### src/rtl/savestate_bus_master_if.sv
// rtl/savestate_bus_master_if.sv - savestate sequencer control, responder bus and memory port bundle
interface savestate_bus_master_if;
    logic        save_start;
    logic        load_start;
    logic        busy;
    logic        done;
    logic        checksum_err;
    logic [9:0]  bus_adr;
    logic [63:0] bus_din;
    logic        bus_wren;
    logic        bus_rst;
    logic [63:0] bus_dout;
    logic        mem_req;
    logic        mem_we;
    logic [9:0]  mem_addr;
    logic [63:0] mem_wdata;
    logic [63:0] mem_rdata;
    logic        mem_ack;

    modport master (
        input  save_start, load_start, bus_dout, mem_rdata, mem_ack,
        output busy, done, checksum_err, bus_adr, bus_din, bus_wren, bus_rst,
               mem_req, mem_we, mem_addr, mem_wdata
    );

    modport slave (
        output save_start, load_start, bus_dout, mem_rdata, mem_ack,
        input  busy, done, checksum_err, bus_adr, bus_din, bus_wren, bus_rst,
               mem_req, mem_we, mem_addr, mem_wdata
    );
endinterface

### src/rtl/savestate_bus_master.sv
// rtl/savestate_bus_master.sv - savestate bus initiator walking responder indices to/from memory (option: SS_CHECKSUM_EN)
module savestate_bus_master #(
    parameter int NUM_REGS = 64,
    parameter int MEM_BASE = 0
) (
    input  logic clk,
    input  logic reset_n,
    savestate_bus_master_if.master bus
);
    localparam logic [9:0] LAST_IDX = 10'(NUM_REGS - 1);
    localparam logic [9:0] MBASE    = 10'(MEM_BASE);
`ifdef SS_CHECKSUM_EN
    localparam logic [9:0] CSUM_ADR = 10'(MEM_BASE + NUM_REGS);
`endif

`ifdef SS_CHECKSUM_EN
    typedef enum logic [3:0] {IDLE, LRST, SADR, SCAP, SMEM, LMEM, LWR, CSUM, FIN} state_t;
    logic        is_load;
    logic [63:0] csum;
`else
    typedef enum logic [3:0] {IDLE, LRST, SADR, SCAP, SMEM, LMEM, LWR, FIN} state_t;
    assign bus.checksum_err = 1'b0;
`endif

    state_t     state;
    logic [9:0] idx;

    // Sequencer: every bus/memory output is a register updated on state transitions
    always_ff @(posedge clk or negedge reset_n) begin
        if (!reset_n) begin
            state         <= IDLE;
            idx           <= 10'd0;
            bus.busy      <= 1'b0;
            bus.done      <= 1'b0;
            bus.bus_adr   <= 10'd0;
            bus.bus_din   <= 64'd0;
            bus.bus_wren  <= 1'b0;
            bus.bus_rst   <= 1'b0;
            bus.mem_req   <= 1'b0;
            bus.mem_we    <= 1'b0;
            bus.mem_addr  <= 10'd0;
            bus.mem_wdata <= 64'd0;
`ifdef SS_CHECKSUM_EN
            is_load          <= 1'b0;
            csum             <= 64'd0;
            bus.checksum_err <= 1'b0;
`endif
        end else begin
            case (state)
                IDLE: begin
                    // save has priority when both starts arrive together
                    if (bus.save_start) begin
                        state       <= SADR;
                        idx         <= 10'd0;
                        bus.bus_adr <= 10'd0;
                        bus.busy    <= 1'b1;
`ifdef SS_CHECKSUM_EN
                        is_load          <= 1'b0;
                        csum             <= 64'd0;
                        bus.checksum_err <= 1'b0;
`endif
                    end else if (bus.load_start) begin
                        state       <= LRST;
                        bus.bus_rst <= 1'b1;
                        bus.busy    <= 1'b1;
`ifdef SS_CHECKSUM_EN
                        is_load          <= 1'b1;
                        csum             <= 64'd0;
                        bus.checksum_err <= 1'b0;
`endif
                    end
                end
                LRST: begin
                    bus.bus_rst  <= 1'b0;
                    idx          <= 10'd0;
                    bus.mem_req  <= 1'b1;
                    bus.mem_we   <= 1'b0;
                    bus.mem_addr <= MBASE;
                    state        <= LMEM;
                end
                SADR: state <= SCAP;
                SCAP: begin
                    bus.mem_wdata <= bus.bus_dout;
`ifdef SS_CHECKSUM_EN
                    csum          <= csum ^ bus.bus_dout;
`endif
                    bus.mem_req   <= 1'b1;
                    bus.mem_we    <= 1'b1;
                    bus.mem_addr  <= MBASE + idx;
                    state         <= SMEM;
                end
                SMEM: begin
                    if (bus.mem_ack) begin
                        bus.mem_req <= 1'b0;
                        if (idx == LAST_IDX) begin
`ifdef SS_CHECKSUM_EN
                            bus.mem_req   <= 1'b1;
                            bus.mem_we    <= 1'b1;
                            bus.mem_addr  <= CSUM_ADR;
                            bus.mem_wdata <= csum;
                            state         <= CSUM;
`else
                            bus.done <= 1'b1;
                            state    <= FIN;
`endif
                        end else begin
                            idx         <= idx + 10'd1;
                            bus.bus_adr <= idx + 10'd1;
                            state       <= SADR;
                        end
                    end
                end
                LMEM: begin
                    if (bus.mem_ack) begin
                        bus.mem_req  <= 1'b0;
                        bus.bus_din  <= bus.mem_rdata;
`ifdef SS_CHECKSUM_EN
                        csum         <= csum ^ bus.mem_rdata;
`endif
                        bus.bus_adr  <= idx;
                        bus.bus_wren <= 1'b1;
                        state        <= LWR;
                    end
                end
                LWR: begin
                    bus.bus_wren <= 1'b0;
                    if (idx == LAST_IDX) begin
`ifdef SS_CHECKSUM_EN
                        bus.mem_req  <= 1'b1;
                        bus.mem_we   <= 1'b0;
                        bus.mem_addr <= CSUM_ADR;
                        state        <= CSUM;
`else
                        bus.done <= 1'b1;
                        state    <= FIN;
`endif
                    end else begin
                        idx          <= idx + 10'd1;
                        bus.mem_req  <= 1'b1;
                        bus.mem_we   <= 1'b0;
                        bus.mem_addr <= MBASE + idx + 10'd1;
                        state        <= LMEM;
                    end
                end
`ifdef SS_CHECKSUM_EN
                CSUM: begin
                    if (bus.mem_ack) begin
                        bus.mem_req <= 1'b0;
                        if (is_load)
                            bus.checksum_err <= (bus.mem_rdata != csum);
                        bus.done <= 1'b1;
                        state    <= FIN;
                    end
                end
`endif
                FIN: begin
                    bus.done <= 1'b0;
                    bus.busy <= 1'b0;
                    state    <= IDLE;
                end
                default: state <= IDLE;
            endcase
        end
    end
endmodule

### src/flat_wrapper.sv
// flat-port wrapper written by rule: the top's interface ports become plain ports
module savestate_bus_master_flat 
#(
    parameter int NUM_REGS = 64,
    parameter int MEM_BASE = 0
)
  (clk, reset_n, bus_save_start, bus_load_start, bus_bus_dout, bus_mem_rdata, bus_mem_ack, bus_busy, bus_done, bus_checksum_err, bus_bus_adr, bus_bus_din, bus_bus_wren, bus_bus_rst, bus_mem_req, bus_mem_we, bus_mem_addr, bus_mem_wdata);
  savestate_bus_master_if bus_i ();
  input  logic clk;
  input  logic reset_n;
  input wire logic [$bits(bus_i.save_start)-1:0] bus_save_start;
  input wire logic [$bits(bus_i.load_start)-1:0] bus_load_start;
  input wire logic [$bits(bus_i.bus_dout)-1:0] bus_bus_dout;
  input wire logic [$bits(bus_i.mem_rdata)-1:0] bus_mem_rdata;
  input wire logic [$bits(bus_i.mem_ack)-1:0] bus_mem_ack;
  output wire logic [$bits(bus_i.busy)-1:0] bus_busy;
  output wire logic [$bits(bus_i.done)-1:0] bus_done;
  output wire logic [$bits(bus_i.checksum_err)-1:0] bus_checksum_err;
  output wire logic [$bits(bus_i.bus_adr)-1:0] bus_bus_adr;
  output wire logic [$bits(bus_i.bus_din)-1:0] bus_bus_din;
  output wire logic [$bits(bus_i.bus_wren)-1:0] bus_bus_wren;
  output wire logic [$bits(bus_i.bus_rst)-1:0] bus_bus_rst;
  output wire logic [$bits(bus_i.mem_req)-1:0] bus_mem_req;
  output wire logic [$bits(bus_i.mem_we)-1:0] bus_mem_we;
  output wire logic [$bits(bus_i.mem_addr)-1:0] bus_mem_addr;
  output wire logic [$bits(bus_i.mem_wdata)-1:0] bus_mem_wdata;
  assign bus_i.save_start = bus_save_start;
  assign bus_i.load_start = bus_load_start;
  assign bus_i.bus_dout = bus_bus_dout;
  assign bus_i.mem_rdata = bus_mem_rdata;
  assign bus_i.mem_ack = bus_mem_ack;
  assign bus_busy = bus_i.busy;
  assign bus_done = bus_i.done;
  assign bus_checksum_err = bus_i.checksum_err;
  assign bus_bus_adr = bus_i.bus_adr;
  assign bus_bus_din = bus_i.bus_din;
  assign bus_bus_wren = bus_i.bus_wren;
  assign bus_bus_rst = bus_i.bus_rst;
  assign bus_mem_req = bus_i.mem_req;
  assign bus_mem_we = bus_i.mem_we;
  assign bus_mem_addr = bus_i.mem_addr;
  assign bus_mem_wdata = bus_i.mem_wdata;
  savestate_bus_master #(.NUM_REGS(NUM_REGS), .MEM_BASE(MEM_BASE)) u_core (.clk(clk), .reset_n(reset_n), .bus(bus_i));
endmodule
### config.mk
export PLATFORM = sky130hd
export DESIGN_NAME = savestate_bus_master_flat
export DESIGN_NICKNAME = d
export VERILOG_FILES = /design/src/rtl/savestate_bus_master_if.sv /design/src/rtl/savestate_bus_master.sv /design/src/flat_wrapper.sv
export SDC_FILE = /design/constraint.sdc
export NUM_CORES = 1
export LEC_CHECK = 0
export ABC_AREA = 0
export ABC_CLOCK_PERIOD_IN_PS = 1900
export BUFFER_PORTS_ARGS = -buffer_cell sky130_fd_sc_hd__clkbuf_2
export CAP_MARGIN = 20
export CORE_UTILIZATION = 44
export CTS_CLUSTER_DIAMETER = 150
export DETAILED_ROUTE_END_ITERATION = 16
export GPL_TIMING_DRIVEN = 1
export PLACE_DENSITY_LB_ADDON = 0.08
export SKIP_CTS_REPAIR_TIMING = 1
export SYNTH_ARGS = -nofsm -noshare
export SYNTH_HDL_FRONTEND = slang
export SYNTH_SLANG_ARGS = --single-unit
### constraint.sdc
create_clock -name clk -period 1.9 [get_ports clk]
set_clock_uncertainty 0.05 [all_clocks]
set_input_delay 0.285 -clock clk [delete_from_list [all_inputs] [get_ports clk]]
set_output_delay 0.285 -clock clk [all_outputs]
set_load 0.02 [all_outputs]
==> results.md, run 1 <==
- WP buf/inv: 1
- Syn Inst Count: 654
- Leakage power: 5.099 nW
- Count of final hold-check violations: 2
- CTS Buffer Depth: 2
- Die span in y: 128.8 um
- Pwr dens: 1723 mW/mm^2
- Flops & latches, synth: 167
- Total die area: 0.01659 sq mm
- ANT cells: 0
- GRT met3 Usage: 0.07900
- CTS Root Cell: clkbuf_16
- Fin crit period: 1.932 ns
- Synth Warn #: 0
- Async SR Flop Fraction: 1.000
- CP top delay family: simple AND/OR/NAND/NOR gates
- Synth cell types: 58
- Syn Nets: 788
- Pre-CTS WS: -0.01583 ns
- Final hold slack: -0.0003899 ns
- Routed Antenna Nets: 0
- GRT overflow: 0
- Max Cap Viol: 0
- Most common cell after layout, fill and taps aside: clkbuf_2
- H-tree depth: 4
- Layout Area Growth over Synthesis: 37.80%
- Filler Cell Count: 1352
- Post-route setup slack: -0.03245 ns
- Placed inst area: 0.009052 sq mm
- Clock insertion delay at the later pin of the skew report: 0.42 ns
- Status: finished with violations
- Met1 track demand over resource: 0.2910
- Global-route wire length before repair: 29970 um
- Critical path required time: 2.16 ns
- Routed wire length: 19650 um
- Initial antenna violation count: 0
- GPL Wtd Cong: 0.8868
- CP Max Fanout: 3
- Post-Layout Inst Area: 0.009752 sq mm
- Core area: 0.01543 sq mm
- Unrepaired setup endpoints after global routing: yes
- Setup crit end kind: flop
- DRT iter0 DRCs: 337
- Clock Sinks: 167
- Vias/cell: 4.924
- Critical path class: flop to flop
- HP Class: input pin to flop
- Share of cells above drive strength 1: 0.4714
- Row count: 45
- VDD IR max: 0.8762 mV
- Number of remaining DRC errors: 0
- Post-Syn Area: 0.007077 sq mm
- Post-synthesis sequential area ratio: 0.5905
- Clk pin slew, worst setup/hold paths: 0.07 ns
- FF-to-FF setup slack: -0.03 ns
- Vias in the first global route: 5764
- Cts bufs inserted: 17
- Crit path DAT: 2.19 ns
- Register area: 0.004179 sq mm
- Power, Total: 0.01680 W
- Number of flops mapped to enable cells by yosys: 0
- Routed WL per cell: 16.50 um
- IO buf count: 286
- M2 GR Usage: 0.3975
- Critical path's slowest cell: or4_4
- Gr usage total: 0.2382
- Primary FF master, synth: dfrtp_1
- Io pins: 288
- Final Cycle Share: 1.017
- CTS tree: done
- Multi-input logic area: 0.002751 sq mm
- DRT Pass-1 Iters: 4
- Largest net degree at the start of global routing: 56
- CP Launch Type: flop
- Via Count: 5865
- Initial Utilization: 0.4587
- Post-DP HPWL: 14400 um
- Failing checks: hold timing, setup timing
- Most Crowded Layer GR: met2
- Die Wd: 128.8 um
- Slew Limit Fails: 0
- Critical path, cell by cell: or4_4 > buf_6 > nor3_4 > o31ai_4 > mux2_4
- Fmax: 0.5175 GHz
- Syn Area/Cell: 10.82 sq um
- Most frequent cells in the layout: clkbuf_2 (285), nand2_1 (203), dfrtp_1 (167)
- Critical path's largest stage delay: 0.57 ns
- # nets final: 1101
- Setup-failing EPs final: 11
cell families (layout without fill, tap and decap cells):
group | after synthesis | after routing | share of synthesized area
AO/OA/AOI/OAI | 72 | 72 | 0.07054
XOR/XNOR | 9 | 9 | 0.01114
adder cells (fa/ha/maj) | 1 | 1 | 0.001768
buffers and inverters | 55 | 381 | 0.03448
flip-flops | 167 | 167 | 0.5905
multiplexers | 74 | 74 | 0.1206
other | 1 | 1 | 0.0005299
AND/OR/NAND/NOR | 275 | 275 | 0.1704
layer usage:
metal / vias to the layer above / part of all wire
li1: 2819 / -
met4: 0 / 0.015
met5: - / 0
met3: 24 / 0.074
met1: 2813 / 0.41
met2: 209 / 0.50
Yosys cell counts, types with 2 or more instances:
cell / n / share of area
nand2_1: 204 / 0.11
dfrtp_1: 167 / 0.59
mux2_2: 66 / 0.11
clkbuf_1: 24 / 0.013
nor2_1: 15 / 0.0080
a31oi_1: 14 / 0.012
buf_2: 14 / 0.0099
a21oi_1: 13 / 0.0092
o21ai_0: 13 / 0.0092
inv_1: 10 / 0.0053
nand3_1: 10 / 0.0071
nor3_1: 7 / 0.0049
mux2_4: 6 / 0.013
nor2b_1: 6 / 0.0053
nand2b_1: 5 / 0.0044
xnor2_1: 5 / 0.0062
a21o_1: 4 / 0.0042
a221o_1: 4 / 0.0057
o2bb2ai_1: 4 / 0.0049
xor2_1: 4 / 0.0049
and3_1: 3 / 0.0027
buf_1: 3 / 0.0016
nor4_1: 3 / 0.0027
o22ai_1: 3 / 0.0027
o31ai_1: 3 / 0.0032
or3_1: 3 / 0.0027
a41oi_1: 2 / 0.0025
and3b_1: 2 / 0.0025
buf_6: 2 / 0.0032
mux2i_1: 2 / 0.0028
nand4_1: 2 / 0.0018
o21a_1: 2 / 0.0021
o221ai_1: 2 / 0.0025
or2_1: 2 / 0.0018
or4_1: 2 / 0.0021
final timing paths:
check,cells past startpoint,to,from
min,3,u_core.bus.mem_wdata[54],bus_bus_dout[54]
min in group asynchronous,2,u_core.bus.bus_adr[4],reset_n
max,5,u_core.idx[8],u_core.idx[8]
min reg2reg,2,u_core.bus.mem_wdata[29],u_core.bus.mem_wdata[29]
max reg2reg,5,u_core.idx[8],u_core.idx[8]
max in group asynchronous,3,u_core.bus.mem_wdata[43],reset_n
stage by stage:
stage               utilization  hold WS [ns]  setup TNS, ns  std cells
floorplan                     -      -0.06059        -0.4104        654
global placement         0.5868        0.1600              0       1154
detailed placement       0.5868        0.1659       -0.03367       1154
CTS                      0.6230       -0.2864        -0.1753       1186
global route             0.6321     0.0002099        -0.8451       1191
finish                   0.6321    -0.0003899        -0.2040       1191
power breakdown:
| group | switching (W) | internal, W |
|---|---|---|
| Clock | 0.00157 | 0.00173 |
| Combinational | 0.00459 | 0.00289 |
| Sequential | 0.000908 | 0.00513 |
layout make-up:
type,count,share of cell area
inverter,10,0.003849
timing repair buffer,339,0.2011
clock buffer,17,0.04362
sequential,167,0.4285
tap,211,0.02707
multi-input combinational,432,0.2821
clock inverter,15,0.01373
registers in the layout, summed over array words and instances (netlist names):
signal and flops:
u_core.bus.busy 1, u_core.bus.mem_wdata 64, u_core.bus.mem_we 1, u_core.state 3, u_core.bus.bus_wren 1, u_core.bus.bus_rst 1, u_core.bus.mem_addr 10, u_core.bus.mem_req 1
u_core.bus.bus_din 64, u_core.bus.bus_adr 10, u_core.bus.done 1, u_core.idx 10
tightest hold or removal path, cell delays in order:
cell      delay (ns)
clkbuf_2        0.08
nand2_1         0.04
nand2_1         0.05
No activity file was read; power rests on OpenSTA's default activity.
==> inputs of run 2 (changes only) <==
Settings changed: ABC_AREA 0 to 1.
==> run 2 against run 1 <==
Effect of this change: the run now ends clean; cell area fell by 1.9%; global-route usage fell by 1.6 points; cell count up 4.0%; sequential share of layout area rose by 0.83 points.
==> results.md, run 2 <==
- Status: finished clean (was finished with violations)
- Critical path class: flop to flop (unchanged)
- Clock insertion delay at the later pin of the skew report: 0.42 ns (about the same)
- Synth cell types: 30 (was 58)
- Fmax: 0.5845 GHz (was 0.5175 GHz)
- CTS Root Cell: clkbuf_16 (unchanged)
- Initial antenna violation count: 0 (unchanged)
- Clk pin slew, worst setup/hold paths: 0.07 ns (about the same)
- CP Launch Type: flop (unchanged)
- Slew Limit Fails: 0 (unchanged)
- Most frequent cells in the layout: nand2_1 (315), clkbuf_2 (285), dfrtp_1 (167) (was clkbuf_2 (285), nand2_1 (203), dfrtp_1 (167))
- Post-DP HPWL: 13390 um (was 14400 um)
- Pre-CTS WS: 0.09474 ns (was -0.01583 ns)
- Flops & latches, synth: 167 (unchanged)
- Gr usage total: 0.2226 (was 0.2382)
- CP Max Fanout: 15 (was 3)
- Post-Layout Inst Area: 0.009567 sq mm (was 0.009752 sq mm)
- Power, Total: 0.01664 W (was 0.01680 W)
- Filler Cell Count: 1383 (was 1352)
- Fin crit period: 1.711 ns (was 1.932 ns)
- Row count: 46 (was 45)
- DRT iter0 DRCs: 293 (was 337)
- Async SR Flop Fraction: 1.000 (unchanged)
- Layout Area Growth over Synthesis: 34.38% (was 37.80%)
- Post-Syn Area: 0.007119 sq mm (was 0.007077 sq mm)
- Number of flops mapped to enable cells by yosys: 0 (unchanged)
- IO buf count: 286 (unchanged)
- Routed Antenna Nets: 0 (unchanged)
- CTS Buffer Depth: 2 (unchanged)
- H-tree depth: 4 (unchanged)
- Largest net degree at the start of global routing: 68 (was 56)
- GPL Wtd Cong: 0.9103 (was 0.8868)
- Cts bufs inserted: 17 (unchanged)
- Post-route setup slack: 0.1891 ns (was -0.03245 ns)
- HP Class: input pin to flop (unchanged)
- Primary FF master, synth: dfrtp_1 (unchanged)
- Yosys top cell area share: 0.5870 (was 0.5905)
- Post-synthesis sequential area ratio: 0.5870 (was 0.5905)
- Placed inst area: 0.008917 sq mm (was 0.009052 sq mm)
- Leakage power: 5.420 nW (was 5.099 nW)
- # nets final: 1145 (was 1101)
- Unrepaired setup endpoints after global routing: no (was yes)
- Global-route wire length before repair: 28430 um (was 29970 um)
- Synth top cells by count: nand2_1 (316), dfrtp_1 (167), mux2_4 (49) (was nand2_1 (204), dfrtp_1 (167), mux2_2 (66))
- Crit path DAT: 1.96 ns (was 2.19 ns)
- Critical path required time: 2.15 ns (was 2.16 ns)
- Syn Nets: 845 (was 788)
- Synth area leader: dfrtp_1 (unchanged)
- Final hold slack: 0.0007168 ns (was -0.0003899 ns)
- VDD IR max: 0.7991 mV (was 0.8762 mV)
- Setup crit end kind: flop (unchanged)
- Syn Inst Count: 711 (was 654)
- Dominant cells by area after synthesis: dfrtp_1 (59%), nand2_1 (17%), mux2_4 (10%) (was dfrtp_1 (59%), nand2_1 (11%), mux2_2 (11%))
- Clock Sinks: 167 (unchanged)
- Final Cycle Share: 0.9005 (was 1.017)
- CTS tree: done (unchanged)
- Setup-failing EPs final: 0 (was 11)
- Setup TNS: 0 ns (was -0.2040 ns)
- Share of cells above drive strength 1: 0.4135 (was 0.4714)
- Pwr dens: 1739 mW/mm^2 (was 1723 mW/mm^2)
- Via Count: 5731 (was 5865)
- Routed wire length: 18130 um (was 19650 um)
- ANT cells: 0 (unchanged)
- Synth Warn #: 0 (unchanged)
- GRT overflow: 0 (unchanged)
- Max Cap Viol: 0 (unchanged)
- Die Wd: 129.2 um (was 128.8 um)
- Routed WL per cell: 14.63 um (was 16.50 um)
- Most common cell after layout, fill and taps aside: nand2_1 (was clkbuf_2)
- Io pins: 288 (unchanged)
- Number of remaining DRC errors: 0 (unchanged)
- Biggest regs: u_core.bus.bus_din x64, u_core.bus.mem_wdata x64 (unchanged)
- Syn Area/Cell: 10.01 sq um (was 10.82 sq um)
- Count of final hold-check violations: 0 (was 2)
- Vias in the first global route: 5584 (was 5764)
- DRT Pass-1 Iters: 4 (unchanged)
- Total die area: 0.01669 sq mm (was 0.01659 sq mm)
- Initial Utilization: 0.4498 (was 0.4587)
- Die span in y: 129.2 um (was 128.8 um)
- Most frequent cell after synthesis: nand2_1 (unchanged)
- Vias/cell: 4.626 (was 4.924)
- FF-to-FF setup slack: 0.19 ns (was -0.03 ns)
- Core area: 0.01583 sq mm (was 0.01543 sq mm)
-- run 2: cell types whose count changed in the layout (fill, tap and decap cells not counted), sizes merged, moves of 5 or more --
| cell | delta |
|---|---|
| nand2 | +117 |
| buf | -25 |
| nor2 | +17 |
| nand3 | +16 |
| a31oi | -14 |
| inv | +13 |
| mux2 | -8 |
| nor2b | -6 |
| nor3 | -6 |
| a21oi | -5 |
| nand2b | -5 |
| nor4 | -5 |
-- run 2: worst paths after layout --
| kind | startpoint | endpoint | cells past startpoint |
|---|---|---|---|
| min reg2reg | u_core.bus.bus_adr[3] | u_core.bus.bus_adr[3] | 2 |
| max reg2reg | u_core.state[2] | u_core.bus.bus_din[32] | 7 |
| max | u_core.state[2] | u_core.bus.bus_din[32] | 7 |
| min in group asynchronous | reset_n | u_core.bus.bus_adr[6] | 2 |
| max in group asynchronous | reset_n | u_core.bus.mem_wdata[45] | 3 |
| min | bus_bus_dout[48] | u_core.bus.mem_wdata[48] | 3 |
-- run 2: area by class of cell --
class	instances	area, sq um	area share
clock buffer	18	439.2	0.04591
clock inverter	13	170.2	0.01779
sequential	167	4179	0.4368
multi-input combinational	483	2650	0.2770
timing repair buffer	313	1748	0.1827
inverter	29	110.1	0.01151
tap	216	270.3	0.02825
-- run 2: worst max-delay path: stages, from the launching register on --
cell,delay (ns)
dfrtp_1,0.40
inv_2,0.14
nor2_4,0.06
nand2_4,0.10
clkinv_2,0.10
nand2_4,0.11
buf_4,0.29
mux2_4,0.33
-- run 2: kinds of logic (layout without fill, tap and decap cells) --
| family | Yosys count | count (layout) | synth area share |
|---|---|---|---|
| compound gates | 29 | 29 | 0.02179 |
| xor+xnor | 2 | 2 | 0.002461 |
| fa+ha+maj | 1 | 1 | 0.001757 |
| buf+inv | 61 | 373 | 0.04358 |
| flops | 167 | 167 | 0.5870 |
| mux | 64 | 64 | 0.1271 |
| other cells | 1 | 1 | 0.0005267 |
| simple gates | 386 | 386 | 0.2158 |
-- run 2: metal layers --
metal  vias up  track usage  part of all wire
met5         -            0                 0
met3        18      0.07225             0.079
met2       230       0.3659              0.48
met1      2640       0.2758              0.43
met4         0      0.07751             0.016
li1       2843            -                 -
-- run 2: where the power goes --
group	internal (W)	total [W]	switching (W)
logic	0.00277	0.00713	0.00437
clock network	0.00211	0.00357	0.00146
registers	0.00507	0.00593	0.000864
-- run 2: through the flow --
stage | util | cells
floorplan | - | 711
global placement | 0.5634 | 1205
detailed placement | 0.5634 | 1205
CTS | 0.6019 | 1236
global route | 0.6044 | 1239
finish | 0.6044 | 1239
==> inputs of run 3 (changes only) <==
Settings changed: PLACE_DENSITY set to 0.77, PLACE_DENSITY_LB_ADDON 0.08 to not set.
==> run 3 against run 2 <==
Effect of this change: the flow now finishes with violations (hold timing); global-route usage shrank 0.66 points; sequential power increased by 1%; cell count is 0.32% higher; clock power shrank 6.2%; sequential share of layout area rose by 0.22 points; count of clock-buffer cells in the layout is the same; critical path depth is 1 lower; combinational power decreased by 0.6%; flip-flop and latch count stayed put; worst setup slack worse by 0.074 ns; non-clock buffer count grew 3; first-iteration DRC count is 16% lower; critical endpoint is now u_core.bus.bus_din[39]; largest power group unchanged.
==> results.md, run 3 (synthesis results as in run 2) <==
- Layout Area Growth over Synthesis: 33.71% (was 34.38%)
- Share of cells above drive strength 1: 0.4167 (was 0.4135)
- Clock Sinks: 167 (unchanged)
- Combinational share of power: 0.431 (was 0.429)
- Via Count: 5911 (was 5731)
- Row count: 46 (unchanged)
- Clock power share: 0.203 (was 0.215)
- Placed Cells: 1209 (was 1205)
- Placed inst area: 0.008922 sq mm (was 0.008917 sq mm)
- Fmax: 0.5604 GHz (was 0.5845 GHz)
- Post-Layout Cell Count: 1243 (was 1239)
- Hold_sp: bus_bus_dout[61] (was bus_bus_dout[48])
- Most frequent cells in the layout: nand2_1 (315), clkbuf_2 (285), dfrtp_1 (167) (unchanged)
- Number of remaining DRC errors: 0 (unchanged)
- Biggest regs: u_core.bus.bus_din x64, u_core.bus.mem_wdata x64 (unchanged)
- CP top delay family: flip-flops (was buffers and inverters)
- GPL Wtd Cong: 0.8850 (was 0.9103)
- Switching power: 0.006870 W (was 0.006690 W)
- Routed Antenna Nets: 0 (unchanged)
- P_int: 0.009576 W (was 0.009951 W)
- Worst Max-Slew Pin Slew: 0.6048 ns
- Initial antenna violation count: 0 (unchanged)
- Final Cycle Share: 0.9392 (was 0.9005)
- Post-Layout Inst Area: 0.009519 sq mm (was 0.009567 sq mm)
- Final Util: 0.6014 (was 0.6044)
- Die Wd: 129.2 um (unchanged)
- Slew Limit Fails: 0 (unchanged)
- Setup crit start: u_core.state[1] (was u_core.state[2])
- Total die area: 0.01669 sq mm (unchanged)
- Status: finished with violations (was finished clean)
- DRT Pass-1 Iters: 5 (was 4)
- DRT iter0 DRCs: 245 (was 293)
- Setup crit end kind: flop (unchanged)
- H-tree depth: 4 (unchanged)
- GRT overflow: 0 (unchanged)
- Clk pin slew, worst setup/hold paths: 0.07 ns (about the same)
- Die span in y: 129.2 um (unchanged)
- Unrepaired setup endpoints after global routing: no (unchanged)
- Largest net degree at the start of global routing: 65 (was 68)
- Critical path's largest stage delay: 0.53 ns (was 0.40 ns)
- CTS Root Cell: clkbuf_16 (unchanged)
- Vias/cell: 4.755 (was 4.626)
- Leakage power: 5.420 nW (about the same)
- HP Class: input pin to flop (unchanged)
- Fin crit period: 1.785 ns (was 1.711 ns)
- Slew HR: 0.5968
- Cts bufs inserted: 17 (unchanged)
- Count of final hold-check violations: 2 (was 0)
- Crit path DAT: 2.04 ns (was 1.96 ns)
- CP Max Fanout: 11 (was 15)
- Vias in the first global route: 5568 (was 5584)
- Gr usage total: 0.2161 (was 0.2226)
- Power, Total: 0.01645 W (was 0.01664 W)
- Core area: 0.01583 sq mm (unchanged)
- CTS tree: done (unchanged)
- WP buf/inv: 2 (was 3)
- Io pins: 288 (unchanged)
- Most used cell, CP: nand2_4 (unchanged)
- Routed wire length: 18240 um (was 18130 um)
- Critical path's slowest cell: dfrtp_1 (unchanged)
- IO buf count: 286 (unchanged)
- VDD IR max: 0.8832 mV (was 0.7991 mV)
- CTS Buffer Depth: 2 (unchanged)
- Sw Ratio: 0.4177 (was 0.4020)
- Most common cell after layout, fill and taps aside: nand2_1 (unchanged)
- Critical path required time: 2.16 ns (was 2.15 ns)
- ANT cells: 0 (unchanged)
- RR Startpoint: u_core.state[1] (was u_core.state[2])
- Final hold slack: -0.0008711 ns (was 0.0007168 ns)
- Failing checks: hold timing
- # nets final: 1148 (was 1145)
- Sequential Power Share: 0.365 (was 0.356)
- Critical path class: flop to flop (unchanged)
- Global-route wire length before repair: 27790 um (was 28430 um)
- Critical path, cell by cell: nor2_4 > nand2_4 > clkinv_2 > nand2_4 > buf_4 > mux2_2 (was inv_2 > nor2_4 > nand2_4 > clkinv_2 > nand2_4 > buf_4 > mux2_4)
- CP Launch Type: flop (unchanged)
- Clock insertion delay at the later pin of the skew report: 0.42 ns (about the same)
- Routed WL per cell: 14.67 um (was 14.63 um)
- Setup-failing EPs final: 0 (unchanged)
- Post-DP HPWL: 13540 um (was 13390 um)
- Pwr dens: 1728 mW/mm^2 (was 1739 mW/mm^2)
- Initial Utilization: 0.4498 (unchanged)
- Setup TNS: 0 ns (unchanged)
- Max Cap Viol: 0 (unchanged)
[run 3: changes by cell type in the layout (fill, tap and decap cells not counted), sizes merged]
cell	change
bufinv	-3
inv	+5
clkinv	+3
buf	+4
clkinvlp	-4
dlygate4sd3	-1
[run 3: area by class of cell]
cell class / count / area [sq um]
Fill cell: 1347 / 6309
Sequential cell: 167 / 4179
Multi-Input combinational cell: 483 / 2645
Timing Repair Buffer: 316 / 1743
Clock buffer: 18 / 439.2
Tap cell: 216 / 270.3
Clock inverter: 14 / 132.6
Inverter: 29 / 110.1
[run 3: per-layer routing]
layer	global-route usage	vias up	share of wire
met5	0	-	0
met4	0.07059	0	0.014
met3	0.05904	18	0.079
met2	0.3596	246	0.49
met1	0.2727	2785	0.42
li1	-	2862	-
[run 3: power groups by stage]
stage               combinational (W)  sequential (W)  clock, W
floorplan                     0.00297         0.00765         0
detailed placement            0.00714         0.00600         0
CTS                           0.00713         0.00600   0.00342
finish                        0.00709         0.00601   0.00335
global placement              0.00697         0.00598         0
global route                  0.00773         0.00617   0.00356
[run 3: worst min-delay path, delay by kind of cell]
family,cells,cell delay (ns)
buffers and inverters,1,0.07
and+or+nand+nor,2,0.08
[run 3: path summary, 6_finish.rpt]
kind / to / slack, ns / cells past startpoint
setup / recovery: u_core.bus.bus_din[39] / 0.12 / 6
hold reg to reg: u_core.bus.mem_addr[2] / 0.42 / 2
min in group asynchronous: u_core.bus.bus_adr[1] / 0.32 / 2
setup reg to reg: u_core.bus.bus_din[39] / 0.12 / 6
max in group asynchronous: u_core.bus.mem_wdata[46] / 0.92 / 3
hold / removal: u_core.bus.mem_wdata[61] / -0.0009 / 3
[run 3: per-stage QoR]
stage	hold slack, ns	setup WS (ns)
after floorplan	-0.06059	0.3148
after global placement	0.1945	0.1586
after detailed placement	0.1996	0.09864
after CTS	-0.2528	0.08648
after global routing	0.001440	0.03175
final	-0.0008711	0.1155
